`src/rtl/y86_pkg.sv`:
```
// Shared Y86 encodings for the execute stage: icodes, ALU and condition ifuns,
// one-hot stat codes, the "no register" id and the multiply FSM state type.
package y86_pkg;

    localparam logic [3:0] I_HALT   = 4'h0;
    localparam logic [3:0] I_NOP    = 4'h1;
    localparam logic [3:0] I_RRMOVQ = 4'h2;
    localparam logic [3:0] I_IRMOVQ = 4'h3;
    localparam logic [3:0] I_RMMOVQ = 4'h4;
    localparam logic [3:0] I_MRMOVQ = 4'h5;
    localparam logic [3:0] I_OPQ    = 4'h6;
    localparam logic [3:0] I_JXX    = 4'h7;
    localparam logic [3:0] I_CALL   = 4'h8;
    localparam logic [3:0] I_RET    = 4'h9;
    localparam logic [3:0] I_PUSHQ  = 4'hA;
    localparam logic [3:0] I_POPQ   = 4'hB;

    localparam logic [3:0] ALU_ADD = 4'h0;
    localparam logic [3:0] ALU_SUB = 4'h1;
    localparam logic [3:0] ALU_AND = 4'h2;
    localparam logic [3:0] ALU_XOR = 4'h3;
    localparam logic [3:0] ALU_MUL = 4'h4;

    localparam logic [3:0] C_ALWAYS = 4'h0;
    localparam logic [3:0] C_LE     = 4'h1;
    localparam logic [3:0] C_L      = 4'h2;
    localparam logic [3:0] C_E      = 4'h3;
    localparam logic [3:0] C_NE     = 4'h4;
    localparam logic [3:0] C_GE     = 4'h5;
    localparam logic [3:0] C_G      = 4'h6;

    localparam logic [3:0] STAT_AOK = 4'b1000;
    localparam logic [3:0] STAT_HLT = 4'b0100;
    localparam logic [3:0] STAT_ADR = 4'b0010;
    localparam logic [3:0] STAT_INS = 4'b0001;

    localparam logic [3:0] RNONE = 4'hF;

    typedef logic [1:0] exec_state_t;
    localparam exec_state_t ST_IDLE = 2'd0;
    localparam exec_state_t ST_MUL  = 2'd1;
    localparam exec_state_t ST_DONE = 2'd2;

endpackage

```
`src/rtl/y86_mul_iter.sv`:
```
// Iterative shift-add multiplier, one multiplier bit per cycle. Only the low
// DATA_W bits of the product are kept, which is correct for two's complement.
module y86_mul_iter #(
    parameter int DATA_W = 64
) (
    input  logic              clk,
    input  logic              rst_n,
    input  logic              i_start,
    input  logic              i_abort,
    input  logic [DATA_W-1:0] i_a,
    input  logic [DATA_W-1:0] i_b,
    output logic              o_busy,
    output logic              o_done,
    output logic [DATA_W-1:0] o_product
);
    localparam int CNT_W = $clog2(DATA_W + 1);

    logic [CNT_W-1:0]  r_cnt;
    logic [DATA_W-1:0] r_mcand;
    logic [DATA_W-1:0] r_mplier;
    logic [DATA_W-1:0] r_acc;
    logic              r_busy;

    always_ff @(posedge clk or negedge rst_n) begin
        if (!rst_n) begin
            r_cnt    <= '0;
            r_mcand  <= '0;
            r_mplier <= '0;
            r_acc    <= '0;
            r_busy   <= 1'b0;
        end else if (i_abort) begin
            r_cnt  <= '0;
            r_busy <= 1'b0;
        end else if (i_start) begin
            r_cnt    <= CNT_W'(DATA_W);
            r_mcand  <= i_a;
            r_mplier <= i_b;
            r_acc    <= '0;
            r_busy   <= 1'b1;
        end else if (r_busy) begin
            if (r_mplier[0])
                r_acc <= r_acc + r_mcand;
            r_mcand  <= r_mcand << 1;
            r_mplier <= r_mplier >> 1;
            r_cnt    <= r_cnt - CNT_W'(1);
            if (r_cnt == CNT_W'(1))
                r_busy <= 1'b0;
        end
    end

    // done marks the cycle whose closing edge performs the final step
    assign o_busy    = r_busy;
    assign o_done    = r_busy && (r_cnt == CNT_W'(1));
    assign o_product = r_acc;

endmodule

```
`src/rtl/y86_execute_mc.sv`:
```
// Multi-cycle Y86 execute stage: ALU, branch/cmov conditions and the CC register.
// Define Y86_EXEC_MUL_EN to build the iterative OPq multiply (ifun 4).
module y86_execute_mc #(
    parameter int DATA_W = 64
) (
    input  logic              clk,
    input  logic              rst_n,
    input  logic              E_valid,
    input  logic [3:0]        E_stat,
    input  logic [3:0]        E_icode,
    input  logic [3:0]        E_ifun,
    input  logic [DATA_W-1:0] E_valA,
    input  logic [DATA_W-1:0] E_valB,
    input  logic [DATA_W-1:0] E_valC,
    input  logic [3:0]        E_dstE,
    input  logic [3:0]        E_dstM,
    input  logic [3:0]        m_stat,
    input  logic [3:0]        W_stat,
    output logic [3:0]        e_stat,
    output logic [3:0]        e_icode,
    output logic              e_Cnd,
    output logic [DATA_W-1:0] e_valE,
    output logic [DATA_W-1:0] e_valA,
    output logic [3:0]        e_dstE,
    output logic [3:0]        e_dstM,
    output logic              e_valid,
    output logic              e_busy,
    output logic              ZF,
    output logic              SF,
    output logic              OF
);
    import y86_pkg::*;

    localparam int MSB = DATA_W - 1;
    localparam logic [DATA_W-1:0] W_EIGHT = DATA_W'(8);

    logic              w_is_op;
    logic              w_mul_ok;
    logic              w_illegal;
    logic              w_cond;
    logic              w_of;
    logic              w_cc_we;
    logic [DATA_W-1:0] w_alu;

    assign w_is_op   = (E_icode == I_OPQ);
    assign w_illegal = w_is_op && ((E_ifun > ALU_MUL) || ((E_ifun == ALU_MUL) && !w_mul_ok));

    always_comb begin
        w_alu = '0;
        case (E_icode)
            I_RRMOVQ:           w_alu = E_valA;
            I_IRMOVQ:           w_alu = E_valC;
            I_RMMOVQ, I_MRMOVQ: w_alu = E_valB + E_valC;
            I_CALL, I_PUSHQ:    w_alu = E_valB - W_EIGHT;
            I_RET, I_POPQ:      w_alu = E_valB + W_EIGHT;
            I_OPQ: begin
                case (E_ifun)
                    ALU_ADD: w_alu = E_valB + E_valA;
                    ALU_SUB: w_alu = E_valB - E_valA;
                    ALU_AND: w_alu = E_valB & E_valA;
                    ALU_XOR: w_alu = E_valB ^ E_valA;
                    default: w_alu = '0;
                endcase
            end
            default:            w_alu = '0;
        endcase
    end

    always_comb begin
        w_cond = 1'b0;
        case (E_ifun)
            C_ALWAYS: w_cond = 1'b1;
            C_LE:     w_cond = (SF ^ OF) | ZF;
            C_L:      w_cond = SF ^ OF;
            C_E:      w_cond = ZF;
            C_NE:     w_cond = ~ZF;
            C_GE:     w_cond = ~(SF ^ OF);
            C_G:      w_cond = ~(SF ^ OF) & ~ZF;
            default:  w_cond = 1'b0;
        endcase
    end

    always_comb begin
        w_of = 1'b0;
        case (E_ifun)
            ALU_ADD: w_of = (E_valA[MSB] == E_valB[MSB]) && (w_alu[MSB] != E_valB[MSB]);
            ALU_SUB: w_of = (E_valA[MSB] != E_valB[MSB]) && (w_alu[MSB] != E_valB[MSB]);
            default: w_of = 1'b0;
        endcase
    end

`ifdef Y86_EXEC_MUL_EN
    exec_state_t       r_state;
    logic              w_start;
    logic              w_abort;
    logic              w_mul_busy;
    logic              w_mul_done;
    logic [DATA_W-1:0] w_prod;

    assign w_mul_ok = 1'b1;
    assign w_start  = (r_state == ST_IDLE) && E_valid && w_is_op && (E_ifun == ALU_MUL);
    assign w_abort  = (r_state != ST_IDLE) && !E_valid;

    // A dropped E_valid in MUL or DONE is a flush: abandon the multiply
    always_ff @(posedge clk or negedge rst_n) begin
        if (!rst_n) begin
            r_state <= ST_IDLE;
        end else begin
            case (r_state)
                ST_IDLE: if (w_start) r_state <= ST_MUL;
                ST_MUL:  begin
                    if (!E_valid)
                        r_state <= ST_IDLE;
                    else if (w_mul_done)
                        r_state <= ST_DONE;
                end
                default: r_state <= ST_IDLE;
            endcase
        end
    end

    y86_mul_iter #(.DATA_W(DATA_W)) u_mul (
        .clk       (clk),
        .rst_n     (rst_n),
        .i_start   (w_start),
        .i_abort   (w_abort),
        .i_a       (E_valA),
        .i_b       (E_valB),
        .o_busy    (w_mul_busy),
        .o_done    (w_mul_done),
        .o_product (w_prod)
    );

    assign e_busy  = w_start || w_mul_busy;
    assign e_valid = E_valid && !e_busy;
    assign e_valE  = (r_state == ST_DONE) ? w_prod : w_alu;
`else
    assign w_mul_ok = 1'b0;
    assign e_busy   = 1'b0;
    assign e_valid  = E_valid;
    assign e_valE   = w_alu;
`endif

    assign e_stat  = w_illegal ? STAT_INS : E_stat;
    assign e_icode = E_icode;
    assign e_Cnd   = ((E_icode == I_JXX) || (E_icode == I_RRMOVQ)) ? w_cond : 1'b0;
    assign e_valA  = E_valA;
    assign e_dstM  = E_dstM;
    assign e_dstE  = (w_illegal || ((E_icode == I_RRMOVQ) && !w_cond)) ? RNONE : E_dstE;

    // Only a committed, exception-free OPq may touch the flags
    assign w_cc_we = w_is_op && e_valid && (e_stat == STAT_AOK)
                     && (m_stat == STAT_AOK) && (W_stat == STAT_AOK);

    always_ff @(posedge clk or negedge rst_n) begin
        if (!rst_n) begin
            ZF <= 1'b1;
            SF <= 1'b0;
            OF <= 1'b0;
        end else if (w_cc_we) begin
            ZF <= (e_valE == '0);
            SF <= e_valE[MSB];
            OF <= w_of;
        end
    end

endmodule

```
`config.mk`:
```
export PLATFORM = sky130hd
export DESIGN_NAME = y86_execute_mc
export DESIGN_NICKNAME = d
export VERILOG_FILES = /design/src/rtl/y86_pkg.sv /design/src/rtl/y86_mul_iter.sv /design/src/rtl/y86_execute_mc.sv
export SDC_FILE = /design/constraint.sdc
export NUM_CORES = 1
export LEC_CHECK = 0
export ABC_AREA = 0
export CAP_MARGIN = 5
export CORE_MARGIN = 10
export CORE_UTILIZATION = 50
export DETAILED_ROUTE_END_ITERATION = 8
export PLACE_DENSITY = 0.89
export SETUP_SLACK_MARGIN = 0.2
export SLEW_MARGIN = 30
export SYNTH_ARGS = -nofsm -noshare
export SYNTH_HDL_FRONTEND = slang
export SYNTH_HIERARCHICAL = 1
export SYNTH_SLANG_ARGS = --single-unit
export TNS_END_PERCENT = 10
```
`constraint.sdc`:
```
create_clock -name clk -period 14.3 [get_ports clk]
set_input_delay 4.29 -clock clk [delete_from_list [all_inputs] [get_ports clk]]
set_output_delay 4.29 -clock clk [all_outputs]
set_load 0.02 [all_outputs]
```
==> run summary, run 1 <==
Setup CP Type: primary input to output pin
Layout Skew: 0 ns
Netlist cell types: 103
Port Buffers: 363
actual slew at the worst max-slew pin: 1.02 ns
n_diodes: 0
CP Launch Type: primary input
die height: 213 µm
Worst VDD drop: 0.0000274 V
gate count of the mapped netlist: 2719
All-Layer GR Usage: 0.397
RSZ-0062 raised after global routing: yes
power density over cell area: 51.0 mW/mm²
Initial Utilization: 0.507
drt pass-1 iters: 8
drt drc: 0
Post-synth EDFFs: 0
DIE WIDTH: 213 µm
pin count of the biggest net entering global routing: 59
Cell Rows: 70
Final Hold Viols: 0
fin crit share: 1.00
Worst Hold Class: register to register
syn_nets: 3195
routed vias/inst: 7.04
core area: 0.0366 mm²
leak pwr: 10.2 nW
Sink Count: 3
Initial DRC Count: 3088
Max FO, Critical Path: 6
part of the Yosys area used for sequential elements: 0.00411
Layout area overhead: 27.3%
Clock Tree Buf Depth: 2
post-DP HPWL: 78.4 mm
Routed WL per cell: 27.0 µm
Setup TNS Final: -0.0640 ns
DIE AREA: 0.0453 mm²
#FFs+latches synth: 3
asr flop ratio synth: 1.00
RePlAce Congestion: 1.23
layout cells sized above 1: 0.112
yosys warns: 6
max_cap viols: 0
final net count: 3570
Clock Latency Late Sink: 0.23 ns
vias: 25100
H-tree Lvls: 1
num ports: 373
CP Data Arrival Time: 10.07 ns
Overall Power: 0.00121 W
total grt overflow: 0
clock root buffer: clkbuf_16
initial antenna violation count: 2
first-pass GRT wire length: 141 mm
Final WS setup: -0.0640 ns
status: finished, violations left
Num CTS Buffers: 3
Mapped Area: 0.0186 mm²
count of final setup violators: 1
vias in the first global route: 23800
Slew HR: 0.315
Tmin final: 14.36 ns
CTS tree: built
drt total wl: 96.3 mm
# hold bufs at CTS: 0
failing checks: setup timing
final core occ: 0.646
Required @ worst endpoint: 10.01 ns
critical path capture point type: output pin
post-route ant nets: 0
Clock transition at path regs: 0.03 ns
max-slew violation count: 0
synthesized area per cell: 6.83 µm²
Peak Freq: 0.0696 GHz
Synth Flop Type: dfrtp_1
## flip-flops by register name, indices dropped and copies added, names as in the netlist
| name | cells |
|---|---|
| SF | 1 |
| OF | 1 |
| ZF | 1 |
## cells by family after synthesis
logic type	count (synthesis)	synth area share
and+or+nand+nor	870	0.237
xor gates and xnor gates	184	0.0868
muxes	156	0.0845
AOI/OAI and AO/OA	968	0.342
other	1	0.000202
adders and majority gates	253	0.172
DFF	3	0.00411
buffers and inverters	284	0.0735
## stage by stage
| step | instance area [µm²] | cells | hold slack [ns] | worst slack, ns |
|---|---|---|---|---|
| after floorplan | 18600 | 2719 | 0.562 | 0.401 |
| final | 23600 | 3561 | 0.570 | -0.0640 |
| after detailed placement | 23400 | 3553 | 0.555 | -0.327 |
| after global routing | 23600 | 3561 | 0.579 | -0.161 |
| after CTS | 23500 | 3559 | 0.563 | 0.00738 |
| after global placement | 23400 | 3553 | 0.500 | -0.210 |
## timing repair
| item | CTS | global route |
|---|---|---|
| gates resized for setup | 23 | 68 |
| setup buffers | 2 | 2 |
| setup endpoints to repair | 21 | 34 |
| pin swaps | 2 | 15 |
## routing by layer
layer | up-vias | track usage | wire, µm
met3 | 455 | 0.0997 | 11900
met5 | - | 0 | 32
li1 | 11100 | - | -
met1 | 11600 | 0.468 | 35600
met4 | 4 | 0.244 | 7070
met2 | 1834 | 0.634 | 41700
## Yosys cell counts, drive strengths merged, types with 60 or more instances
library cell | instances | area (µm²)
nor3 | 77 | 418
o21ai | 177 | 890
a21o | 79 | 593
clkbuf | 113 | 427
nand3 | 60 | 300
buf | 106 | 694
nand2 | 246 | 923
xor2 | 82 | 718
nor2 | 191 | 717
inv | 65 | 244
mux2i | 150 | 1500
ha | 250 | 3130
nand4 | 92 | 582
xnor2 | 102 | 893
a21oi | 292 | 1470
## power breakdown
| part | leakage [nW] | switching, W | internal (W) |
|---|---|---|---|
| Sequential | 0.0383 | 0.000000000801 | 0.00000856 |
| Combinational | 10.2 | 0.000690 | 0.000462 |
| Clock | 0.0382 | 0.00000864 | 0.0000369 |
| Total | 10.2 | 0.000699 | 0.000507 |
## placed cells by master (no fill, tap or decap), types with 36 or more instances in the layout
cell type / instances
clkdlybuf4s50_1: 336
nand3_1: 57
nand4_1: 91
a21o_1: 79
nor3_1: 69
o211ai_1: 39
a21oi_1: 287
mux2i_1: 150
inv_1: 64
buf_4: 231
xnor2_1: 102
ha_1: 248
a31oi_1: 36
nand2_1: 244
o21ai_0: 162
nor2_1: 189
xor2_1: 82
o22ai_1: 56
## path summary, 6_finish.rpt
| path | depth (start not counted) | slack, ns | endpoint | startpoint |
|---|---|---|---|---|
| worst max-delay path | 23 | -0.06 | e_valE[63] | E_valA[22] |
| worst min-delay path | 1 | 0.57 | ZF | ZF |
| worst max register to register | 1 | 13.49 | SF | SF |
| worst min register to register | 1 | 0.57 | ZF | ZF |
| max in group asynchronous | 1 | 9.82 | ZF | rst_n |
| min in group asynchronous | 1 | 4.25 | OF | rst_n |
## cell type report
type,count,area [µm²]
tap,468,586
timing repair buffer,589,5340
fill,3371,13000
clock buffer,4,78.8
multi-input combinational,2432,17300
sequential,3,76.3
inverter,65,244
## worst max-delay path, cell delays in order
cell and delay (ns):
clkdlybuf4s50_1 0.42, or4_4 0.55, or3_4 0.35, nor3_2 0.11
buf_4 0.16, and4bb_4 0.27, and3_4 0.20, inv_2 0.04
or3_4 0.36, or3_1 0.34, or3_1 0.36, o41ai_2 0.25
xor2_1 0.12, ha_1 0.35, and3_4 0.24, nand3_1 0.11
nor4_1 0.26, or3b_1 0.23, nand3_1 0.09, a31oi_1 0.28
xor2_1 0.11, a221o_1 0.32, clkdlybuf4s15_2 0.26
Power figures use the tool's default switching activity.
==> run 2: changes to the inputs <==
--- a/config.mk
+++ b/config.mk
@@ -9,12 +9,12 @@
 export CAP_MARGIN = 5
 export CORE_MARGIN = 10
 export CORE_UTILIZATION = 50
+export CTS_CLUSTER_DIAMETER = 40
 export DETAILED_ROUTE_END_ITERATION = 8
 export PLACE_DENSITY = 0.89
 export SETUP_SLACK_MARGIN = 0.2
 export SLEW_MARGIN = 30
 export SYNTH_ARGS = -nofsm -noshare
 export SYNTH_HDL_FRONTEND = slang
-export SYNTH_HIERARCHICAL = 1
 export SYNTH_SLANG_ARGS = --single-unit
 export TNS_END_PERCENT = 10
==> results of run 2 <==
No change in the layout: final DEF, timing and power equal those of run 1.
Main changes from that run: Yosys warning count 6 -> 0
